`src/rtl/xcvr_bus_sequencer.sv`:
```
// Arbitrates two requesters onto a shared IC82x6 transceiver group and paces cs_n/dce
// with setup, strobe and turnaround spacing. Define XCVR_SEQ_ROUND_ROBIN_EN for round-robin ties.
module xcvr_bus_sequencer #(
  parameter int unsigned SETUP_CYCLES  = 1,
  parameter int unsigned STROBE_CYCLES = 3,
  parameter int unsigned TURN_CYCLES   = 2
) (
  input  logic       clk,
  input  logic       rst,
  input  logic [1:0] req_i,
  input  logic [1:0] dir_i,
  output logic [1:0] gnt_o,
  output logic [1:0] ack_o,
  output logic       xcvr_cs_n_o,
  output logic       xcvr_dce_o,
  output logic       latch_stb_o,
  output logic       busy_o
);

  localparam int unsigned CNT_W = 5;
  localparam bit          STB_ONE = (STROBE_CYCLES == 1);

  typedef enum logic [1:0] {IDLE, SETUP, STROBE, GAP} state_e;

  state_e           state_q;
  logic [CNT_W-1:0] cnt_q;
  logic             win_q;

  logic             win_d;
  logic             turn_d;
  logic [CNT_W-1:0] setup_m1_d;

`ifdef XCVR_SEQ_ROUND_ROBIN_EN
  logic last_q;
`endif

  // Winner selection and SETUP length, evaluated while IDLE
  always_comb begin
`ifdef XCVR_SEQ_ROUND_ROBIN_EN
    win_d = (req_i == 2'b11) ? ~last_q : req_i[1];
`else
    win_d = ~req_i[0];
`endif
    turn_d     = (dir_i[win_d] != xcvr_dce_o);
    setup_m1_d = CNT_W'(SETUP_CYCLES - 1) + (turn_d ? CNT_W'(TURN_CYCLES) : CNT_W'(0));
  end

  always_ff @(posedge clk or posedge rst) begin
    if (rst) begin
      state_q     <= IDLE;
      cnt_q       <= '0;
      win_q       <= 1'b0;
      gnt_o       <= 2'b00;
      ack_o       <= 2'b00;
      xcvr_cs_n_o <= 1'b1;
      xcvr_dce_o  <= 1'b0;
      latch_stb_o <= 1'b0;
      busy_o      <= 1'b0;
`ifdef XCVR_SEQ_ROUND_ROBIN_EN
      last_q      <= 1'b1;
`endif
    end else begin
      ack_o       <= 2'b00;
      latch_stb_o <= 1'b0;
      case (state_q)
        IDLE: begin
          if (|req_i) begin
            state_q    <= SETUP;
            win_q      <= win_d;
            gnt_o      <= win_d ? 2'b10 : 2'b01;
            xcvr_dce_o <= dir_i[win_d];
            cnt_q      <= setup_m1_d;
            busy_o     <= 1'b1;
          end
        end
        SETUP: begin
          if (cnt_q == CNT_W'(0)) begin
            state_q     <= STROBE;
            xcvr_cs_n_o <= 1'b0;
            cnt_q       <= CNT_W'(STROBE_CYCLES - 1);
            latch_stb_o <= xcvr_dce_o & STB_ONE;
          end else begin
            cnt_q <= cnt_q - CNT_W'(1);
          end
        end
        STROBE: begin
          if (cnt_q == CNT_W'(0)) begin
            state_q     <= GAP;
            xcvr_cs_n_o <= 1'b1;
            gnt_o       <= 2'b00;
            ack_o       <= win_q ? 2'b10 : 2'b01;
          end else begin
            cnt_q       <= cnt_q - CNT_W'(1);
            // Registered so the pulse lands in the final low cycle
            latch_stb_o <= xcvr_dce_o & (cnt_q == CNT_W'(1));
          end
        end
        GAP: begin
          state_q <= IDLE;
          busy_o  <= 1'b0;
`ifdef XCVR_SEQ_ROUND_ROBIN_EN
          last_q  <= win_q;
`endif
        end
        default: state_q <= IDLE;
      endcase
    end
  end

endmodule

```
`config.mk`:
```
export PLATFORM = sky130hd
export DESIGN_NAME = xcvr_bus_sequencer
export DESIGN_NICKNAME = d
export VERILOG_FILES = /design/src/rtl/xcvr_bus_sequencer.sv
export SDC_FILE = /design/constraint.sdc
export NUM_CORES = 1
export LEC_CHECK = 0
export BUFFER_PORTS_ARGS = -buffer_cell sky130_fd_sc_hd__buf_2
export CAP_MARGIN = 15
export CORE_MARGIN = 2
export CORE_UTILIZATION = 54
export DETAILED_ROUTE_END_ITERATION = 10
export PLACE_DENSITY = 0.85
export SETUP_SLACK_MARGIN = 0.3
export SKIP_LAST_GASP = 1
export SYNTH_ARGS = -nofsm -noshare
export SYNTH_HDL_FRONTEND = slang
export SYNTH_SLANG_ARGS = --single-unit
```
`constraint.sdc`:
```
create_clock -name clk -period 1.85 [get_ports clk]
set_input_delay 0.0925 -clock clk [delete_from_list [all_inputs] [get_ports clk]]
set_output_delay 0.0925 -clock clk [all_outputs]
set_load 0.01 [all_outputs]
```
# Word-level counts from Yosys, hierarchy flattened
# Cells that the tools add are included.
classes:
  n_mux: 25
  bitwise: 2
  eq_ne: 9
  magnitude_cmp: 1
  reduce_logical: 13
  addsub: 1
op_table:
  columns: ["cell", "count"]
  rows:
  - ["2-bit two-way mux", 10]
  - ["5-bit two-way mux", 3]
  - ["5-bit case mux with 3 select lines", 1]
  - ["3-bit AND reduction", 4]
  - ["2-bit inequality test (second input constant)", 4]
  - ["2-bit case mux with 4 select lines", 1]
  - ["1-bit two-way mux", 7]
  - ["2-bit nonzero test", 3]
  - ["5-bit by 1-bit equality test with 1-bit output (second input constant)", 1]
  - ["5-bit logical NOT", 1]
  - ["5-bit by 1-bit subtractor with 5-bit output (second input constant)", 1]
  - ["2-bit equality test (second input constant)", 2]
  - ["1-bit case mux with 2 select lines", 2]
  - ["2-bit case mux with 2 select lines", 1]
  - ["2-bit AND reduction", 2]
  - ["3-bit nonzero test", 1]
  - ["2-bit by 1-bit equality test with 1-bit output (second input constant)", 1]
  - ["2-bit logical NOT", 1]
  - ["1-bit by 2-bit < comparator with 1-bit output (second input constant)", 1]
  - ["2-bit OR reduction", 1]
  - ["1-bit bitwise AND", 1]
  - ["1-bit inequality test", 1]
  - ["1-bit inverter", 1]
totals:
  ff_bits: 16
  output_inout_bits: 8

# Logic depth before layout (Yosys ltp)
# Gate-level depths: netlist of the first run.
depth:
  ltp_word: 7
  depth_mapped: 7
  ltp_nobuf: 6

# Least setup slack after synthesis of the first run
# OpenSTA, ideal clock, no wires.
synth_path:
  path_type: "register to register"
  startpoint: "register cnt_q[0]"
  endpoint: "register cnt_q[1]"
  t_arrival_ns: 1.516
  setup_time_ns: 0.125
  stages_incl_launch_ff: 6
  path_slack_ns: 0.210
  path_buffers: 0
  synth_period_minus_slack_ns: 1.640
  cell_sequence: "dfrtp_1 > inv_1 > ha_1 > nor4b_4 > a211o_2 > mux2_2"
synth_via:
  elab_chain_len: 3
synth_rtl:
  columns: ["element", "line", "rtl"]
  rows:
  - ["start, declared", "26", "logic [CNT_W-1:0] cnt_q;"]
  - ["start signal, assigned", "72", "cnt_q <= setup_m1_d;"]
  - ["start signal, assigned", "80", "cnt_q <= CNT_W'(STROBE_CYCLES - 1);"]
  - ["start signal, assigned", "83", "cnt_q <= cnt_q - CNT_W'(1);"]
  - ["5-bit by 1-bit subtractor with 5-bit output or 5-bit logical NOT (tied branches)", null, null]
  - ["5-bit two-way mux, or another cell as far along", "87", "if (cnt_q == CNT_W'(0)) begin"]
  - ["5-bit case mux with 3 select lines or 3-bit AND reduction (tied branches)", null, null]
# Parallel ways exist; a longest one is shown, timed or not. The select of a mux whose other input is x is not followed.
# A chain may end at the register's enable or synchronous reset.

# Worst setup path in the final report of the first run
layout_path:
  startpoint: "register cnt_q[0]"
  endpoint: "register state_q[1]"
layout_via:
  elab_chain_len: 3
layout_rtl:
  columns: ["element", "line", "rtl"]
  rows:
  - ["5-bit logical NOT (*)", "77, 87", null]
  - ["2-bit inequality test (no source line)", null, null]
  - ["3-bit AND reduction (no source line) (*)", null, null]
  - ["end signal, assigned", "78", "state_q <= STROBE;"]
  - ["end signal, assigned", "88", "state_q <= GAP;"]
  - ["end signal, assigned", "99", "state_q <= IDLE;"]
  - ["end, declared", "25", "state_e state_q;"]
# Mark *: on every way between the ends. The rest lies on a longest branch, timed or not.

==> impl.org, run 1 <==
** Cells and area
- In the final layout, the share of cells above drive strength 1 is roughly two fifths.
- The final layout contains 132 nets.
- The layout has 90 filler cells.
- 0 antenna diodes ended up in the layout.
- Compared with the post-synthesis result, the final layout area differs by 28.1%.

** Timing
- Hold is met by ~100 ps.
- Static timing analysis puts the maximum clock frequency at 612 MHz.
- Period minus WS final :: ~1600 ps
- Max-slew violation count :: 0
- Worst Skew :: 2.85 ps
- The final critical path takes up 88.4% of the cycle.
- Number of hold violations in the final report :: 0
- RSZ-0062 raised after global routing :: yes
- Total negative slack for setup checks :: 0 ps
- Measured against its own limit, the worst slew margin works out to between 50% and 60%.
- Setup violations remaining at the end of the flow were counted as 0.
- Worst Max-Slew Pin Slew :: roughly 620 ps

** Power
- Standby leakage power :: around 0.57 nW
- Gate power share :: a little over three fifths
- Part of the power in registers :: approximately 28%
- Max IR drop VDD :: roughly 1.5 mV
- Clock share of power :: 8.8%
- Internal Dissipation :: 1.30 mW
- Power dissipated by switching net loads :: a little over 0.9 mW
- Power per standard cell area :: approximately 1900 nW/um2
- Net switching is between 40 and 50% of the power.

** Logic synthesis
- In the synthesized netlist the dominant register cell turns out to be sky130_fd_sc_hd__dfrtp_1.
- Syn Inst Count :: 91
- After synthesis, the mean cell area works out to 10.1 um2.
- For this run, asynchronously set or reset flops after synthesis account for 100%.
- In this run the cell area of the synthesized design comes to slightly above 900 um2.
- Number of enable flip-flop cells after synthesis :: 0
- Area share of the largest cell type after synthesis :: 40.8%
- Sequential cell area fraction in the yosys report :: between 40% and 50%
- Number of synthesized register bits :: 16
- The Yosys step of the flow raised 0 warnings.
- Counting every net in the synthesized netlist gives between 100 and 150.
- By area the synthesized netlist is led by sky130_fd_sc_hd__dfrtp_1 41%, sky130_fd_sc_hd__ha_1 9.5%, sky130_fd_sc_hd__nand2_1 4.5%, sky130_fd_sc_hd__inv_1 4.1%, sky130_fd_sc_hd__mux2i_1 3.3%.
- The largest total area in the synthesized netlist belongs to sky130_fd_sc_hd__dfrtp_1.
- Yosys cell types :: 32

** Global route
- After global routing the overflow that remains totals 0.
- Maximum number of pins on one net before global-route repair :: 17
- The number of antenna violations at the first check in global routing is 0.
- Gr usage total :: between 20% and 30%
- The first global-routing pass estimated 3410 um of wire.
- The via count of the first global-routing pass was approximately 770.

** Job
- Across the run, the number of max-cap violations was 0.

** Critical path
- Critical path cell sequence :: inv_2, ha_4, nor4b_4, nor2_1, nor2_2, mux2_4
- STA classifies the critical path endpoint as a register.
- Slowest stage cell, crit path :: sky130_fd_sc_hd__dfrtp_1
- The worst setup path is launched from a register.
- Along the worst path, the maximum fanout reaches 5.
- For this run, the slowest stage of the critical path takes around 400 ps.
- Critical path start-end classification :: reg -> reg
- At the worst endpoint, the required time is around 2000 ps.
- Register-to-register setup slack :: 220 ps
- Data on the critical path arrives at its endpoint at 1820 ps.

** Clock network
- Clock tree from TritonCTS :: yes
- CTS built an H-tree with a depth of 1.
- Clock-pin slew was measured on the worst setup and hold paths at 90 ps.
- The tree built by TritonCTS fans out to 16 sinks.
- Root buf cell :: sky130_fd_sc_hd__clkbuf_4
- Clock tree synthesis inserted a total of 3 buffers.
- Worst-case clock buffer depth :: 2
- Clock latency on the worst-skew pair, taken at its later pin, is between 200 and 300 ps.

** Die
- Total core area :: around 1600 um2
- Number of standard-cell rows in the floorplan :: 14
- For this configuration, the core starts out at a cell density of about three fifths.
- Die Footprint :: a little over 2000 um2
- Overall die height :: approximately 45 um
- Num ports :: 14
- Horizontal extent of the die :: about 45 um

** Routing
- Detailed-route DRC error count :: 0
- The final route contains about 800 vias.
- Routed wire length :: roughly 2000 um
- Via/cell ratio :: 5.95
- The first detailed-routing pass ran for 5 iterations.
- The count of nets left with antenna violations once routing finished came out at 0.
- Average detailed-routed wire length per instance :: 14.9 um
- Number of DRC markers after the initial detailed-route iteration :: 24

** Placement
- Count of buffers inserted at the top-level ports :: 13
- Final HPWL DP :: ~1300 um
- Routability-driven placement finished with a final weighted congestion of 0.785.

** Status
- The flow ran to the end, and the final reports show no timing, DRC or antenna violations.

** Min path
- Worst hold path type :: in -> reg
==> worst paths after layout <==
| kind | start | endpoint | cells past startpoint |
|---|---|---|---|
| worst max-delay path | cnt_q[0] | state_q[1] | 6 |
| worst min-delay path | req_i[0] | win_q | 2 |
| worst max register to register | cnt_q[0] | state_q[1] | 6 |
| worst min register to register | xcvr_cs_n_o | xcvr_cs_n_o | 2 |
| max in group asynchronous | rst | state_q[1] | 3 |
| min in group asynchronous | rst | cnt_q[0] | 3 |
==> power by group through the flow <==
stage	clock network, mW	logic (mW)	registers, mW
2_1_floorplan	0	0.770	0.624
3_3_place_gp	0	1.02	0.608
3_5_place_dp	0	1.04	0.617
4_1_cts	0.199	1.32	0.608
5_1_grt	0.215	1.52	0.637
6_report	0.193	1.39	0.621
==> sequential cells by signal (all words and copies together), names as in the netlist <==
register	cells
cnt_q	5
ack_o	2
gnt_o	2
state_q	2
busy_o	1
latch_stb_o	1
win_q	1
xcvr_cs_n_o	1
xcvr_dce_o	1
==> synth_stat cells (all sizes together), types with 2 or more instances <==
cell type and instances:
buf 2, dfrtp 15, o22ai 2, ha 7
a211o 2, mux2i 3, nor2b 3, nor2 4
o21ai 6, mux2 2, a22o 2, a21oi 5
nand2 11, inv 10, o311ai 2
==> routing by layer <==
metal	routed length (um)	share of wire, %	GRT usage, %	up-vias
met5	0	0	0	-
met4	34	1.7	10.0	0
met3	74	3.7	4.80	5
met2	1020	51	40.6	22
met1	869	43	28.7	389
li1	-	-	-	381
==> worst max-delay path: cells and delay by family, from the launching register on <==
| kind | cells | cell delay [ps] |
|---|---|---|
| adders and majority gates | 1 | 130 |
| and+or+nand+nor | 3 | 590 |
| DFF | 1 | 400 |
| muxes | 1 | 320 |
| buffers and inverters | 1 | 80 |
==> cell usage in the layout (no fill, tap or decap), types with 3 or more instances in the layout <==
cell,n
sky130_fd_sc_hd__a21oi_1,5
sky130_fd_sc_hd__buf_2,13
sky130_fd_sc_hd__buf_4,10
sky130_fd_sc_hd__clkbuf_4,3
sky130_fd_sc_hd__dfrtp_1,14
sky130_fd_sc_hd__ha_4,3
sky130_fd_sc_hd__inv_1,6
sky130_fd_sc_hd__inv_2,4
sky130_fd_sc_hd__mux2i_1,3
sky130_fd_sc_hd__nand2_1,10
sky130_fd_sc_hd__nor2_1,3
sky130_fd_sc_hd__nor2b_1,3
sky130_fd_sc_hd__o21ai_0,4
==> metrics by stage <==
step | utilization (%) | setup WS, ps | power, mW | instances | instance area [um2]
3_5_place_dp | 65.0 | 131 | 1.66 | 120 | 1010
2_1_floorplan | - | 217 | 1.39 | 91 | 930
4_1_cts | 74.3 | 274 | 2.12 | 134 | 1160
3_3_place_gp | 65.0 | 147 | 1.62 | 120 | 1010
5_1_grt | 75.7 | 158 | 2.38 | 134 | 1180
6_report | 75.7 | 215 | 2.20 | 134 | 1180
==> timing repair <==
item,in CTS,in global routing
resized for setup,12,7
hold buffers,1,0
endpoints found under the hold margin,15,0
pin swaps,5,2
gates cloned,0,0
endpoints found under the setup margin,6,9
buffers inserted,9,0
==> cells by family (layout without fill, tap and decap cells) <==
family                   Yosys count  after routing  share of synthesized area [%]
AND/OR/NAND/NOR                   27             27                           17.9
AO/OA/AOI/OAI                     23             23                           16.4
flip-flops                        16             16                           43.6
buffers and inverters             12             39                           5.84
adder cells (fa/ha/maj)            7              7                           9.51
multiplexers                       5              5                           5.71
XOR/XNOR                           1              1                          0.951
==> layout make-up <==
cell class	count	area [um2]	area share [%]
clock buffers	4	26.3	2.23
inverters	10	37.5	3.18
multi-input cells	63	532	45.1
flip-flops and latches	16	403	34.1
well taps	16	20.0	1.70
repair buffers	25	161	13.7
No activity file was read; power rests on OpenSTA's default activity.
==> run 2: changes to the inputs <==
--- a/config.mk
+++ b/config.mk
@@ -8,9 +8,10 @@
 export BUFFER_PORTS_ARGS = -buffer_cell sky130_fd_sc_hd__buf_2
 export CAP_MARGIN = 15
 export CORE_MARGIN = 2
-export CORE_UTILIZATION = 54
+export CORE_UTILIZATION = 45
 export DETAILED_ROUTE_END_ITERATION = 10
-export PLACE_DENSITY = 0.85
+export HOLD_SLACK_MARGIN = 0.03
+export PLACE_DENSITY = 0.75
 export SETUP_SLACK_MARGIN = 0.3
 export SKIP_LAST_GASP = 1
 export SYNTH_ARGS = -nofsm -noshare
==> impl.org, run 2 (synthesized netlist as in run 1, its figures left out) <==
** Clock network
- Clock tree from TritonCTS :: yes
- Deepest level of the CTS H-tree :: 1
- Clock-pin slew was measured on the worst setup and hold paths at around 110 ps.
- No sink is reached through more buffers than the 2 on the longest clock path.
- The tree is rooted in a sky130_fd_sc_hd__clkbuf_4.
- CTS saw 16 sinks.
- CTS buffer count :: 3
- Skew-Pair Late Insertion Delay :: around 300 ps

** Global route
- Total grt overflow :: 0
- Gr usage total :: between 20% and 30%
- Entering global routing, the biggest net connects 17 pins.
- Initial antenna violation count :: 0
- Global-route wire length before repair :: approximately 3800 um
- The via count of the first global-routing pass was just over 800.

** Cells and area
- Most common library cell in the layout ignoring fill and taps :: sky130_fd_sc_hd__buf_4
- The register with the most flip-flops in the layout has 5 of them.
- From synthesis to final layout, the design area changed by 53.1%.
- The finished cells cover approximately 1400 um2.
- The number of antenna diodes in the final layout is 0.
- For this run, the number of standard cells in the final layout without fillers is 161.
- In the layout the commonest cells are 22 x sky130_fd_sc_hd__buf_4, 14 x sky130_fd_sc_hd__dfrtp_1, 13 x sky130_fd_sc_hd__buf_2, 10 x sky130_fd_sc_hd__nand2_1, 6 x sky130_fd_sc_hd__inv_1.
- Ratio of cells with drive above 1 in the final layout :: between 50% and 60%
- For this run, the post-layout net count is roughly 150.
- Largest register by flop count :: cnt_q
- Core utilization of the finished layout :: about 73%

** Timing
- Fmax :: approximately 600 MHz
- Max-slew headroom :: between 50% and 60%
- RSZ-0062 raised after global routing :: yes
- The final count of pins violating max slew was 0.
- Number of hold violations in the final report :: 0
- For the final routed database, the setup TNS stands at 0 ps.
- Worst Max-Slew Pin Slew :: around 640 ps
- Final period util :: around nine tenths
- Final count of negative-setup-slack endpoints :: 0
- Worst Skew :: between 6 and 7 ps
- Period minus WS final :: between 1500 and 2000 ps

** Routing
- Via Count :: between 800 and 900
- In this run the remaining antenna-violating nets after routing total 0.
- Via/cell ratio :: ~5.4
- Average detailed-routed wire length per instance :: roughly 16 um
- Number of optimization iterations in the first detailed-route pass :: 4
- Routed wire length :: about 2600 um
- Number of DRC markers after the initial detailed-route iteration :: 36
- Detailed-route DRC error count :: 0

** Critical path
- STA classifies the critical path startpoint as a register.
- For the worst setup path, the data required time is 2040 ps.
- Beginning of the critical path :: cnt_q[1]
- Register-to-register setup slack :: ~190 ps
- Critical path start-end classification :: reg -> reg
- Launching point of the worst reg2reg path :: cnt_q[1]
- Crit path buf inv count :: 1
- The worst setup path is captured at a register.
- Walking the worst path, the cells encountered are inv_2, ha_4, nor4b_4, nor2_1, nor2_2, mux2_4.
- Slowest stage cell, crit path :: sky130_fd_sc_hd__dfrtp_1
- Crit-path leading delay family :: simple AND/OR/NAND/NOR gates
- Biggest fanout along the worst timing path :: 5
- Data arrival time of the critical path :: around 1800 ps
- Largest stage delay on the critical path :: 410 ps

** Die
- 14 I/O pins were placed.
- Total core area :: slightly below 2000 um2
- Die Footprint :: between 2000 and 2500 um2
- Horizontal extent of the die :: roughly 50 um
- Overall die height :: between 40 and 50 um
- Number of standard-cell rows in the floorplan :: 16
- Initial core utilization :: 47.4%

** Placement
- At the end of routability-driven placement, the weighted congestion stood at around 0.85.
- The count of buffers added on input and output ports is 13.
- Final HPWL DP :: between 1000 and 1500 um
- The number of placed instances, taps included, is around 130.
- Post-place instance area :: slightly above 1000 um2

** Job
- Across the run, the number of max-cap violations was 0.

** Power
- Max IR drop VDD :: roughly 1.2 mV
- Dividing total power by cell area gives a power density of around 2000 nW/um2.
- Power comes to 2.78 mW.
- Standby leakage power :: between 0.6 and 0.7 nW

** Min path
- In this run the worst hold path is classified as in -> reg.
- Beginning of the worst hold path :: req_i[0]

** Status
- The run finished with clean final reports.
-- run 2: layer usage --
metal | GRT usage (%) | vias to the layer above | share of wire [%]
met2 | 36.0 | 28 | 57
met3 | 2.76 | 2 | 3.5
li1 | - | 408 | -
met1 | 25.8 | 428 | 39
met5 | 0 | - | 0
met4 | 4.29 | 0 | 0.76
-- run 2: stage by stage --
stage / setup slack, ps / hold WS (ps)
5_1_grt: 101 / 109
3_3_place_gp: 132 / 186
2_1_floorplan: 217 / 5.52
6_report: 193 / 99.2
3_5_place_dp: 50.6 / 203
4_1_cts: 256 / 104
-- run 2: final timing paths --
kind,to,cells after the start
setup / recovery,state_q[1],6
hold / removal,win_q,2
setup reg to reg,state_q[1],6
hold reg to reg,ack_o[0],1
max in group asynchronous,state_q[0],3
min in group asynchronous,xcvr_dce_o,3
-- run 2: area by class of cell --
| class | instances | area, um2 |
|---|---|---|
| multi-input combinational | 63 | 601 |
| fill | 134 | 532 |
| sequential | 16 | 403 |
| timing repair buffer | 41 | 297 |
| inverter | 10 | 40.0 |
| clock buffer | 4 | 36.3 |
| tap | 27 | 33.8 |
-- run 2: power by group --
part / internal (mW) / total [mW] / switching [mW] / leakage (nW)
sequential: 0.495 / 0.622 / 0.127 / 0.202
clock: 0.120 / 0.245 / 0.125 / 0.0210
combinational: 1.01 / 1.91 / 0.905 / 0.454
-- run 2: worst reg2reg max path: stages (launching register included) --
cell and delay, ps:
sky130_fd_sc_hd__dfrtp_1 410, sky130_fd_sc_hd__inv_2 90, sky130_fd_sc_hd__ha_4 130, sky130_fd_sc_hd__nor4b_4 300
sky130_fd_sc_hd__nor2_1 120, sky130_fd_sc_hd__nor2_2 170, sky130_fd_sc_hd__mux2_4 320
-- run 2: repair_timing --
item / CTS / global route
buffers inserted: 14 / 10
endpoints found under the setup margin: 7 / 9
pin swaps: 7 / 13
hold buffers: 1 / 0
gates resized for setup: 14 / 23
hold endpoints to repair: 15 / 0
